`src/rtl/stream_out_port_if.sv`:
```
// stream_out_port_if: core data-bus + byte-stream bundle for stream_out_port.
//   Bus side   : address, wdata, enw (to responder), rdata (combinational back).
//   Stream side: out_data, out_valid (from block), out_ready (from sink).
// Modports: slave = the port block, master = core/sink side (bench).
interface stream_out_port_if #(
  parameter int WIDTH = 32
);
  logic [WIDTH-1:0] address;
  logic [WIDTH-1:0] wdata;
  logic             enw;
  logic [WIDTH-1:0] rdata;
  logic [7:0]       out_data;
  logic             out_valid;
  logic             out_ready;

  modport slave (
    input  address, wdata, enw, out_ready,
    output rdata, out_data, out_valid
  );

  modport master (
    output address, wdata, enw, out_ready,
    input  rdata, out_data, out_valid
  );
endinterface

```
`src/rtl/stream_out_port.sv`:
```
// stream_out_port: memory-mapped word FIFO that serialises 32-bit words,
// LSB byte first, onto a valid/ready byte stream.
//   clock, reset : rising-edge clock, synchronous active-high reset.
//   bus (slave)  : address/wdata/enw write port, combinational rdata,
//                  out_data/out_valid/out_ready byte stream.
// Register window at BASE (16 bytes, address[1:0] ignored):
//   +0 DATA (write pushes), +4 STATUS, +8 CTRL (bit0 clear ovf, bit1 flush),
//   +12 drop counter when STREAM_OUT_DROPCNT_EN is defined, else reads 0.
// Optional feature macro: STREAM_OUT_DROPCNT_EN.
module stream_out_port #(
  parameter int          WIDTH = 32,
  parameter int          DEPTH = 16,
  parameter logic [31:0] BASE  = 32'h1000_0000
) (
  input  logic            clock,
  input  logic            reset,
  stream_out_port_if.slave bus
);
  localparam int AW = (DEPTH > 1) ? $clog2(DEPTH) : 1;
  localparam int CW = AW + 1;

  typedef enum logic {S_IDLE, S_SEND} state_t;

  logic [WIDTH-1:0] r_mem [DEPTH];
  logic [AW-1:0]    r_wptr, r_rptr;
  logic [CW-1:0]    r_count;
  logic             r_ovf;
  state_t           r_state;
  logic [31:0]      r_shreg;
  logic [1:0]       r_idx;

  logic w_hit, w_wr_data, w_wr_ctrl, w_full, w_empty;
  logic w_push, w_drop, w_flush, w_clr, w_last, w_pop, w_busy;
  logic [WIDTH-1:0] w_rdata;
  logic w_unused;

  assign w_hit     = (bus.address[WIDTH-1:4] == BASE[WIDTH-1:4]);
  assign w_wr_data = bus.enw & w_hit & (bus.address[3:2] == 2'd0);
  assign w_wr_ctrl = bus.enw & w_hit & (bus.address[3:2] == 2'd2);
  assign w_full    = (r_count == CW'(DEPTH));
  assign w_empty   = (r_count == '0);
  // Full is judged on the pre-edge count, so a same-edge pop cannot rescue a push.
  assign w_push    = w_wr_data & ~w_full;
  assign w_drop    = w_wr_data & w_full;
  assign w_flush   = w_wr_ctrl & bus.wdata[1];
  assign w_clr     = w_wr_ctrl & bus.wdata[0];
  assign w_last    = (r_state == S_SEND) & bus.out_ready & (r_idx == 2'd3);
  // Pop when idle, or back-to-back on the last byte; flush overrides it.
  assign w_pop     = ~w_empty & ((r_state == S_IDLE) | w_last) & ~w_flush;
  assign w_busy    = ~w_empty | (r_state != S_IDLE);
  assign w_unused  = ^bus.address[1:0];

  assign bus.out_valid = (r_state == S_SEND);
  assign bus.out_data  = r_shreg[{r_idx, 3'b000} +: 8];

  always_ff @(posedge clock) begin
    if (w_push) r_mem[r_wptr] <= bus.wdata;
  end

  always_ff @(posedge clock) begin
    if (reset) begin
      r_wptr  <= '0;
      r_rptr  <= '0;
      r_count <= '0;
      r_ovf   <= 1'b0;
      r_state <= S_IDLE;
      r_shreg <= '0;
      r_idx   <= '0;
    end else begin
      if (w_clr)       r_ovf <= 1'b0;
      else if (w_drop) r_ovf <= 1'b1;

      if (w_flush) begin
        r_wptr  <= '0;
        r_rptr  <= '0;
        r_count <= '0;
        r_state <= S_IDLE;
        r_idx   <= '0;
      end else begin
        if (w_push) r_wptr <= r_wptr + 1'b1;
        if (w_pop)  r_rptr <= r_rptr + 1'b1;
        r_count <= r_count + CW'(w_push) - CW'(w_pop);

        case (r_state)
          S_IDLE: begin
            if (!w_empty) begin
              r_shreg <= r_mem[r_rptr];
              r_idx   <= '0;
              r_state <= S_SEND;
            end
          end
          S_SEND: begin
            if (bus.out_ready) begin
              if (r_idx == 2'd3) begin
                r_idx <= '0;
                if (!w_empty) r_shreg <= r_mem[r_rptr];
                else          r_state <= S_IDLE;
              end else begin
                r_idx <= r_idx + 2'd1;
              end
            end
          end
          default: r_state <= S_IDLE;
        endcase
      end
    end
  end

`ifdef STREAM_OUT_DROPCNT_EN
  logic [15:0] r_dropcnt;

  always_ff @(posedge clock) begin
    if (reset || w_clr)                    r_dropcnt <= '0;
    else if (w_drop && r_dropcnt != 16'hFFFF) r_dropcnt <= r_dropcnt + 16'd1;
  end
`endif

  always_comb begin
    w_rdata = '0;
    if (w_hit) begin
      case (bus.address[3:2])
        2'd1: w_rdata = {8'd0, 16'(r_count), 4'd0, w_busy, r_ovf, w_full, w_empty};
`ifdef STREAM_OUT_DROPCNT_EN
        2'd3: w_rdata = {16'd0, r_dropcnt};
`endif
        default: w_rdata = '0;
      endcase
    end
  end

  assign bus.rdata = w_rdata;
endmodule

```
`src/flat_wrapper.sv`:
```
// flat-port wrapper written by rule: the top's interface ports become plain ports
module stream_out_port_flat 
#(
  parameter int          WIDTH = 32,
  parameter int          DEPTH = 16,
  parameter logic [31:0] BASE  = 32'h1000_0000
)
  (clock, reset, bus_address, bus_wdata, bus_enw, bus_out_ready, bus_rdata, bus_out_data, bus_out_valid);
  stream_out_port_if #(.WIDTH(WIDTH)) bus_i ();
  input  logic clock;
  input  logic reset;
  input wire logic [$bits(bus_i.address)-1:0] bus_address;
  input wire logic [$bits(bus_i.wdata)-1:0] bus_wdata;
  input wire logic [$bits(bus_i.enw)-1:0] bus_enw;
  input wire logic [$bits(bus_i.out_ready)-1:0] bus_out_ready;
  output wire logic [$bits(bus_i.rdata)-1:0] bus_rdata;
  output wire logic [$bits(bus_i.out_data)-1:0] bus_out_data;
  output wire logic [$bits(bus_i.out_valid)-1:0] bus_out_valid;
  assign bus_i.address = bus_address;
  assign bus_i.wdata = bus_wdata;
  assign bus_i.enw = bus_enw;
  assign bus_i.out_ready = bus_out_ready;
  assign bus_rdata = bus_i.rdata;
  assign bus_out_data = bus_i.out_data;
  assign bus_out_valid = bus_i.out_valid;
  stream_out_port #(.WIDTH(WIDTH), .DEPTH(DEPTH), .BASE(BASE)) u_core (.clock(clock), .reset(reset), .bus(bus_i));
endmodule
```
`config.mk`:
```
export PLATFORM = sky130hd
export DESIGN_NAME = stream_out_port_flat
export DESIGN_NICKNAME = d
export VERILOG_FILES = /design/src/rtl/stream_out_port_if.sv /design/src/rtl/stream_out_port.sv /design/src/flat_wrapper.sv
export SDC_FILE = /design/constraint.sdc
export NUM_CORES = 1
export LEC_CHECK = 0
export CAP_MARGIN = 20
export CORE_MARGIN = 4
export CORE_UTILIZATION = 50
export CTS_CLUSTER_SIZE = 24
export DETAILED_ROUTE_END_ITERATION = 10
export PLACE_DENSITY = 0.66
export SLEW_MARGIN = 20
export SYNTH_ARGS = -nofsm -noshare
export SYNTH_HDL_FRONTEND = slang
export SYNTH_SLANG_ARGS = --single-unit
export TNS_END_PERCENT = 1
```
`constraint.sdc`:
```
create_clock -name clock -period 5.5 [get_ports clock]
set_input_delay 0.55 -clock clock [delete_from_list [all_inputs] [get_ports clock]]
set_output_delay 0.55 -clock clock [all_outputs]
set_load 0.005 [all_outputs]
```
Yosys cells after proc, flatten, opt, wreduce, memory -nomap -nowiden:

Memories as Yosys holds them, arrays and structs flattened. A register that Yosys moved wholly into a read port is not among the register bits.
Index checks and enable logic that the tools add are counted.

* register bits: 49
* memories: 1
* logic and storage cells: 63
* bits of input ports: 68
* output and inout port bits: 41
* bits in writable memories: 512

Memory list
* u_core.r_mem: words 16, width 32, rd ports 1, clocked after Yosys merged registers in 1, write ports 1, RTL line stream_out_port.sv:24 `logic [WIDTH-1:0] r_mem [DEPTH];`

* muxes and demuxes: 18
* add/subtract/negate cells: 5
* shift-type cells: 1
* bitwise logic cells: 17
* equal/unequal tests: 8
* reductions and logical operators: 6

Operators with widths (number)
* 32-bit 2-to-1 mux: 4
* 32-bit one-hot mux with 2 select lines: 1
* 32-bit by 6-bit indexed part select with 8-bit output: 1
* 28-bit by 25-bit equality test with 1-bit output (second input constant): 1
* 13-bit 2-to-1 mux: 1
* 1-bit bitwise AND: 11
* 4-bit by 1-bit adder with 4-bit output (second input constant): 2
* 4-bit 2-to-1 mux: 2
* 2-bit 2-to-1 mux: 3
* 2-bit inequality test (second input constant): 3
* 5-bit by 1-bit adder with 5-bit output: 1
* 5-bit equality test (second input constant): 1
* 5-bit logical NOT: 1
* 1-bit 2-to-1 mux: 5
* 5-bit by 1-bit subtractor with 5-bit output: 1
* 2-bit equality test (second input constant): 2
* 1-bit NOT: 4
* 2-bit one-hot mux with 2 select lines: 1
* 2-bit OR reduction: 2
* 3-bit AND reduction: 1
* 2-bit by 1-bit adder with 2-bit output (second input constant): 1
* 2-bit by 1-bit equality test with 1-bit output (second input constant): 1
* 2-bit logical NOT: 1
* 1-bit bitwise OR: 2
* other kinds (2): 2

Logic depth before layout (Yosys ltp):

Gate-level depths: netlist of run 1.

* depth in word-level cells: 8
* mapped depth: 14
* depth with buffers taken out: 14

Least setup slack after synthesis of run 1:

Ideal clock, no wire load.

* path type: input to register
* from: in bus_address[22]
* to: mem u_core.r_mem[11][0], enable pin
* arrival time: 4.114 ns
* buffers on the path: 0
* setup time: 0.468 ns
* slack: 0.918 ns
* data required time: 5.032 ns
* cell stages on the path: 4
* cell sequence: nor4_1 -> nand4_1 -> or4b_1 -> nor3b_1

* cells in the longest elaborated chain, start to end: 6

RTL lines
* start: declaration: RTL line flat_wrapper.sv:12 `input wire logic [$bits(bus_i.address)-1:0] bus_address;`
* 28-bit by 25-bit equality test with 1-bit output: RTL line stream_out_port.sv:37 `assign w_hit = (bus.address[WIDTH-1:4] == BASE[WIDTH-1:4]);`
* 1-bit bitwise AND (2 in a row): RTL line stream_out_port.sv:38 `assign w_wr_data = bus.enw & w_hit & (bus.address[3:2] == 2'd0);`
* 1-bit bitwise AND: RTL line stream_out_port.sv:43 `assign w_push = w_wr_data & ~w_full;`
* 1-bit 2-to-1 mux: RTL line stream_out_port.sv:57 `if (w_push) r_mem[r_wptr] <= bus.wdata;`
* 1-bit 2-to-1 mux (implied by the code): RTL line stream_out_port.sv:57
* end: declaration: RTL line stream_out_port.sv:24

No other way between the ends.

Final worst setup path of run 1:

* from: in bus_address[14]
* to: out bus_rdata[1]

* cells in the longest elaborated chain, start to end: 2

RTL lines
* 28-bit by 25-bit equality test with 1-bit output: RTL line stream_out_port.sv:37
* 32-bit 2-to-1 mux: RTL line stream_out_port.sv:120 `if (w_hit) begin`
* end: declaration: RTL line flat_wrapper.sv:16 `output wire logic [$bits(bus_i.rdata)-1:0] bus_rdata;`

No other way between the ends.

==> qor.txt, run 1 <==
WORST SETUP PATH
-----------------------------------------------------------------------------------
Critical path data required time .....................................      4.95 ns
Crit-path max cell delay .............................................      0.59 ns
Reg-to-reg setup timing slack ........................................      2.22 ns
Worst path cell trace ................................................ clkdlybuf4s50_1 > nor4_1 > nand4_1 > or2_2 > nor3b_1 > and2_1 > clkdlybuf4s50_1
Critical path fanouts, max ...........................................            9
Arrival @ worst endpoint .............................................      3.41 ns
Reg2reg path depth ...................................................            6
WS Path Type ......................................................... input port to primary output
Crit path launch type ................................................   input port
CP most frequent cell ................................................ clkdlybuf4s50_1
Startpoint of the worst register-to-register path .................... u_core.r_count[3]
Capturing element type of the critical path .......................... primary output
CP max stage cell ....................................................      nor3b_1
Endpoint of the most critical register-to-register path .............. u_core.r_mem[12][15]

SYNTH
-----------------------------------------------------------------------------------
Cell area after synthesis ............................................  21,700 um^2
Sequential cell area fraction in the yosys report ....................        75.6%
Biggest area contributors in the synthesized netlist ................. edfxtp_1, mux4_2, dfxtp_1
Post-synth EDFFs .....................................................          512
Total of warnings raised by yosys ....................................            0
Main synth FF type ...................................................     edfxtp_1
Fraction of synthesized cell area taken by the top area cell type ....        70.7%
Async SR Flop Fraction ...............................................           0%
Post-synth cell types ................................................           48
Post-synthesis cell type with the largest combined area ..............     edfxtp_1
Post-Syn Instances ...................................................        1,047
Mean Syn Cell Area ...................................................    20.8 um^2
Flip-flop and latch count after synthesis ............................          565

PLACE
-----------------------------------------------------------------------------------
IO Port Bufs .........................................................           83
Placed cell count ....................................................        1,689
Post-DP HPWL .........................................................    25,700 um
Final weighted congestion in routability-driven placement ............        0.737

GLOBAL ROUTE
-----------------------------------------------------------------------------------
Largest net degree at the start of global routing ....................           87
Total routing usage reported by global routing .......................        20.7%
Via count of the first global-routing pass ...........................       10,700
Initial antenna violation count ......................................            1
Gr ovfl total ........................................................            0
Global-route wire length before repair ...............................    71,000 um

FLOORPLAN
-----------------------------------------------------------------------------------
Number of cell rows ..................................................           76
Height of the chip ...................................................       216 um
Die area .............................................................  46,900 um^2
Number of ports placed on the die boundary ...........................          109
Initial cell density of the core .....................................        50.6%
Horiz. Die Dim .......................................................       216 um
Core area ............................................................  43,000 um^2

LAYOUT
-----------------------------------------------------------------------------------
Number of diodes .....................................................            0
Most common cell after layout, fill and taps aside ...................     edfxtp_1
Commonest cells after routing, fill and taps aside ................... edfxtp_1, mux4_2, clkdlybuf4s50_1
Fin nets .............................................................        1,242
Count of placed standard cells in the final layout, fillers left out .        1,793
Layout overhead on the synthesized area ..............................        15.3%
Fraction of final layout cells with drive strength greater than 1 ....        23.0%
Number of fillers in the final layout ................................        3,181

WORST HOLD PATH
-----------------------------------------------------------------------------------
Hold Path Stages .....................................................            1
Class of the tightest hold or removal check .......................... flip-flop to flip-flop
End of the worst hold path ........................................... u_core.r_shreg[10]
Hold wc startpoint ................................................... u_core.r_shreg[10]

CTS
-----------------------------------------------------------------------------------
Skew-Pair Late Insertion Delay .......................................      0.62 ns
Quantity of hold-fixing buffers added after cts ......................            0
CTS tree .............................................................        built
H-tree levels ........................................................            2
Maximum clock insertion buffer count .................................            3
Clock transition at the registers of the reported paths ..............      0.06 ns
Number of gates resized after cts ....................................            0
Root buffer cell .....................................................    clkbuf_16
Clock tree sinks .....................................................          565
CTS buffer count .....................................................           56
Post-CTS Setup Bufs ..................................................            0

STA
-----------------------------------------------------------------------------------
Final cycle utilization of the critical path .........................        72.0%
RSZ-0062 raised after global routing .................................           no
Final Slew Violations ................................................            0
Post-Route Setup TNS .................................................         0 ns
Worst-case clock skew ................................................    0.0254 ns
Headroom to the max-slew limit .......................................        24.5%
Number of failing setup endpoints in the final timing report .........            0
Number of hold violations in the final report ........................            0
Max Freq .............................................................    0.252 GHz
Worst Tran Pin Value .................................................      1.13 ns
Shortest period the worst path allows ................................      3.96 ns

DETAILED ROUTING
-----------------------------------------------------------------------------------
Number of optimization iterations in the first detailed-route pass ...            5
Routed wire per std cell .............................................      26.7 um
Number of nets with antenna violations after detailed routing ........            0
Wire length the detailed router placed on met1 .......................    20,600 um
Detailed-route wire length ...........................................    47,900 um
Amount of wire on met2 after detailed routing ........................    22,300 um
Highest metal layer with signal wires ................................         met5
DRC marker count from the first detailed-route iteration .............        1,078
Met3 WL ..............................................................      4080 um
Average vias per placed instance .....................................         5.96
Total number of vias .................................................       10,700
DRC viols ............................................................            0

POWER AND IR DROP
-----------------------------------------------------------------------------------
Pwr per Cell Area ....................................................  419 nW/um^2
Max IR drop VDD ......................................................       270 uV
Cell leakage power ...................................................      7.91 nW

RUN STATUS
-----------------------------------------------------------------------------------
Status ............................................................... finished, final reports clean

RUN
-----------------------------------------------------------------------------------
Number of violations of the max-capacitance limit ....................            0

worst max-delay path, delay by kind of cell:
| family | cells | cell delay (ns) |
|---|---|---|
| buf+inv | 2 | 0.91 |
| simple gates | 5 | 1.95 |
stage by stage:
| step | total power (W) | hold slack [ns] | cell area [um^2] | setup WS, ns | utilization, % |
|---|---|---|---|---|---|
| 5_1_grt | 0.0110 | 0.493 | 25000 | 1.33 | 58.3 |
| 3_5_place_dp | 0.00697 | 0.465 | 23300 | 1.29 | 54.2 |
| 3_3_place_gp | 0.00694 | 0.457 | 23300 | 1.48 | 54.2 |
| 2_1_floorplan | 0.00645 | 0.437 | 21800 | 0.918 | - |
| 6_report | 0.0105 | 0.483 | 25000 | 1.54 | 58.3 |
| 4_1_cts | 0.0106 | 0.484 | 25000 | 1.47 | 58.3 |
routing by layer:
layer	track usage, %	vias to the layer above
li1	-	4561
met1	31.3	5607
met2	31.6	446
met3	4.02	74
met4	4.93	2
met5	0	-
worst max path at each step:
stage | startpoint | endpoint | slack, ns
final | bus_address[14] | bus_rdata[1] | 1.54
after detailed placement | bus_address[14] | u_core.r_mem[12][3] | 1.29
after global routing | bus_address[31] | bus_rdata[1] | 1.33
after global placement | bus_address[14] | u_core.r_mem[13][26] | 1.48
after CTS | bus_address[14] | bus_rdata[11] | 1.47
after floorplan | bus_address[22] | u_core.r_mem[11][0] | 0.92
logic make-up (layout without fill, tap and decap cells):
logic type / after synthesis / in the layout / synth area share, %
flops: 565 / 565 / 75.6
mux: 138 / 138 / 14.2
compound gates: 125 / 125 / 4.36
simple gates: 113 / 113 / 2.78
buf+inv: 88 / 227 / 2.11
fa+ha+maj: 12 / 12 / 0.725
xor+xnor: 5 / 5 / 0.202
other cells: 1 / 23 / 0.0173
Yosys cell counts (4+ instances only):
| cell | number |
|---|---|
| ha_1 | 11 |
| o21ai_0 | 4 |
| and3_1 | 14 |
| nand2_1 | 37 |
| and2_1 | 10 |
| a22o_1 | 32 |
| nor2_1 | 15 |
| dfxtp_1 | 53 |
| mux4_2 | 136 |
| edfxtp_1 | 512 |
| buf_4 | 23 |
| inv_1 | 10 |
| nor4_1 | 7 |
| clkbuf_1 | 34 |
| nor2b_1 | 6 |
| a22oi_1 | 64 |
| a21oi_1 | 15 |
| buf_2 | 15 |
area by class of cell:
cell class	instances	area [um^2]	area share, %
inverter	10	37.5	0.150
tap	585	732	2.92
sequential	565	16400	65.6
multi-input combinational	416	5000	19.9
clock buffer	72	1490	5.95
clock inverter	32	268	1.07
timing repair buffer	113	1080	4.32
flip-flops by register name, summed over array words and instances, names as in the netlist, named ones only:
| name | flops |
|---|---|
| u_core.r_rptr | 4 |
| u_core.r_mem | 512 |
| u_core.r_idx | 2 |
| u_core.r_wptr | 4 |
| u_core.r_count | 5 |
| u_core.bus.out_valid | 1 |
| u_core.r_shreg | 32 |
| u_core.r_ovf | 1 |
power breakdown:
part           switching, W  internal, W  leakage [nW]  total, W
logic              0.000820      0.00102          2.02   0.00184
registers          0.000209      0.00481          5.04   0.00502
clock network       0.00159      0.00206         0.856   0.00365
(Power assumes the default switching activity.)
==> inputs of run 2 (changes only) <==
PLACE_DENSITY = 0.69   (was 0.66)
clock period = 3.6 ns   (was 5.5 ns; I/O delays follow)
==> run 2 against run 1 <==
Flip-flop and latch count unchanged; clock power up 56%; global-route usage down 0.68 points; critical path type unchanged; critical endpoint is now bus_rdata[11]; largest power group unchanged; highest routed layer is now met4.
==> qor.txt, run 2 (synthesis gave the netlist of run 1 again) <==
RUN STATUS
-----------------------------------------------------------------------------------
Status ............................................................... finished, final reports clean

GLOBAL ROUTE
-----------------------------------------------------------------------------------
Initial antenna violation count ......................................            1
Via count of the first global-routing pass ...........................       10,900
Largest net degree at the start of global routing ....................           42
Gr ovfl total ........................................................            0
Total routing usage reported by global routing .......................        20.0%
Global-route wire length before repair ...............................    69,600 um

POWER AND IR DROP
-----------------------------------------------------------------------------------
Total Power ..........................................................     0.0162 W
Max IR drop VDD ......................................................       417 uV
Pwr per Cell Area ....................................................  639 nW/um^2
Cell leakage power ...................................................      8.06 nW

LAYOUT
-----------------------------------------------------------------------------------
Max FFs per register .................................................          512
Fin nets .............................................................        1,251
Top flop regs ........................................................ u_core.r_mem (512), u_core.r_shreg (32), u_core.r_count (5)
Number of fillers in the final layout ................................        3,139
Count of placed standard cells in the final layout, fillers left out .        1,803
Register name with the most flops .................................... u_core.r_mem
Final standard cell area without fillers .............................  25,400 um^2
Commonest cells after routing, fill and taps aside ................... edfxtp_1, mux4_2, clkdlybuf4s50_1
Layout overhead on the synthesized area ..............................        16.8%
Most common cell after layout, fill and taps aside ...................     edfxtp_1
Fraction of final layout cells with drive strength greater than 1 ....        24.2%
Final core utilization ...............................................        59.1%

WORST SETUP PATH
-----------------------------------------------------------------------------------
Capture point of the worst path ...................................... bus_rdata[11]
Crit path launch type ................................................   input port
Arrival @ worst endpoint .............................................      2.75 ns
Reg2reg path depth ...................................................           14
Reg-to-reg setup timing slack ........................................      0.54 ns
CP max stage cell .................................................... clkdlybuf4s50_1
Worst path cell trace ................................................ clkdlybuf4s50_1 > nor4_1 > nand4_1 > buf_4 > or2_2 > nor3b_1 > buf_4 > and2_1 > clkdlybuf4s50_1
Capturing element type of the critical path .......................... primary output
Startpoint of the worst register-to-register path .................... u_core.r_count[2]
WS Path Type ......................................................... input port to primary output
Critical path data required time .....................................      3.24 ns
Start point of the critical path ..................................... bus_address[22]
Critical path fanouts, max ...........................................            9
Crit-path max cell delay .............................................      0.51 ns
Endpoint of the most critical register-to-register path .............. u_core.r_count[4]

FLOORPLAN
-----------------------------------------------------------------------------------
Number of ports placed on the die boundary ...........................          109
Number of cell rows ..................................................           76
Core area ............................................................  43,000 um^2
Initial cell density of the core .....................................        50.6%
Height of the chip ...................................................       216 um
Horiz. Die Dim .......................................................       216 um
Die area .............................................................  46,900 um^2

CTS
-----------------------------------------------------------------------------------
CTS tree .............................................................        built
Clock transition at the registers of the reported paths ..............      0.06 ns
Clock tree sinks .....................................................          565
Skew-Pair Late Insertion Delay .......................................      0.60 ns
CTS buffer count .....................................................           54
Root buffer cell .....................................................    clkbuf_16
Number of gates resized after cts ....................................            0
Quantity of hold-fixing buffers added after cts ......................            0
Maximum clock insertion buffer count .................................            3
Post-CTS Setup Bufs ..................................................            0
H-tree levels ........................................................            2

STA
-----------------------------------------------------------------------------------
Final Slew Violations ................................................            0
Number of failing setup endpoints in the final timing report .........            0
Worst Setup Slack, final .............................................     0.491 ns
Final cycle utilization of the critical path .........................        86.4%
Number of hold violations in the final report ........................            0
Max Freq .............................................................    0.322 GHz
Shortest period the worst path allows ................................      3.11 ns
Headroom to the max-slew limit .......................................        32.9%
Worst-case clock skew ................................................    0.0147 ns
RSZ-0062 raised after global routing .................................           no
Worst Tran Pin Value .................................................      1.01 ns

WORST HOLD PATH
-----------------------------------------------------------------------------------
Hold Path Stages .....................................................            2
Class of the tightest hold or removal check .......................... input port to flip-flop

DETAILED ROUTING
-----------------------------------------------------------------------------------
Routed wire per std cell .............................................      25.9 um
Average vias per placed instance .....................................         5.97
Total number of vias .................................................       10,800
Detailed-route wire length ...........................................    46,800 um
Number of optimization iterations in the first detailed-route pass ...            5
DRC viols ............................................................            0
Number of nets with antenna violations after detailed routing ........            0
DRC marker count from the first detailed-route iteration .............        1,066

PLACE
-----------------------------------------------------------------------------------
IO Port Bufs .........................................................           83
Post-DP HPWL .........................................................    25,400 um
Placed cell count ....................................................        1,700
Total placed instance area ...........................................  23,600 um^2
Worst slack after detailed placement .................................     0.276 ns
Final weighted congestion in routability-driven placement ............        0.725

RUN
-----------------------------------------------------------------------------------
Number of violations of the max-capacitance limit ....................            0

==> run 2: worst min-delay path by stage <==
stage | from | to | slack, ns
after floorplan | reset | u_core.r_ovf | 0.43
after global placement | u_core.r_shreg[0] | u_core.r_shreg[0] | 0.46
after detailed placement | u_core.r_shreg[23] | u_core.r_shreg[23] | 0.46
after CTS | reset | u_core.r_ovf | 0.44
after global routing | reset | u_core.r_ovf | 0.48
final | reset | u_core.r_ovf | 0.47
==> run 2: final cells by class <==
cell class              instances  area (um^2)  area share, %
diodes                          1         2.50        0.00986
clock buffers                  71         1520           5.97
clock inverters                31          297           1.17
inverters                      10         37.5          0.148
multi-input cells             416         5000           19.7
flip-flops and latches        565        16400           64.8
well taps                     585          732           2.88
repair buffers                124         1350           5.32
==> run 2: worst max-delay path: cells and delay by family <==
family	cells	cell delay (ns)
and+or+nand+nor	5	1.09
buffers and inverters	4	1.30
==> run 2: power by group <==
part	switching (W)	internal, W	leakage, nW
Sequential	0.000304	0.00735	5.04
Combinational	0.00128	0.00160	2.12
Clock	0.00236	0.00333	0.904
Total	0.00394	0.0123	8.06
==> run 2: per-layer routing <==
| metal | track usage (%) | vias up | part of all wire, % |
|---|---|---|---|
| met3 | 3.65 | 75 | 7.6 |
| met4 | 5.29 | 0 | 2.0 |
| met1 | 28.2 | 5644 | 41 |
| li1 | - | 4583 | - |
| met5 | 0 | - | 0 |
| met2 | 32.7 | 454 | 49 |
==> run 2: per-stage QoR <==
stage / setup TNS [ns] / hold WS (ns)
after global routing: 0 / 0.477
after CTS: 0 / 0.436
after floorplan: -19.36 / 0.432
after detailed placement: 0 / 0.464
final: 0 / 0.467
after global placement: 0 / 0.458
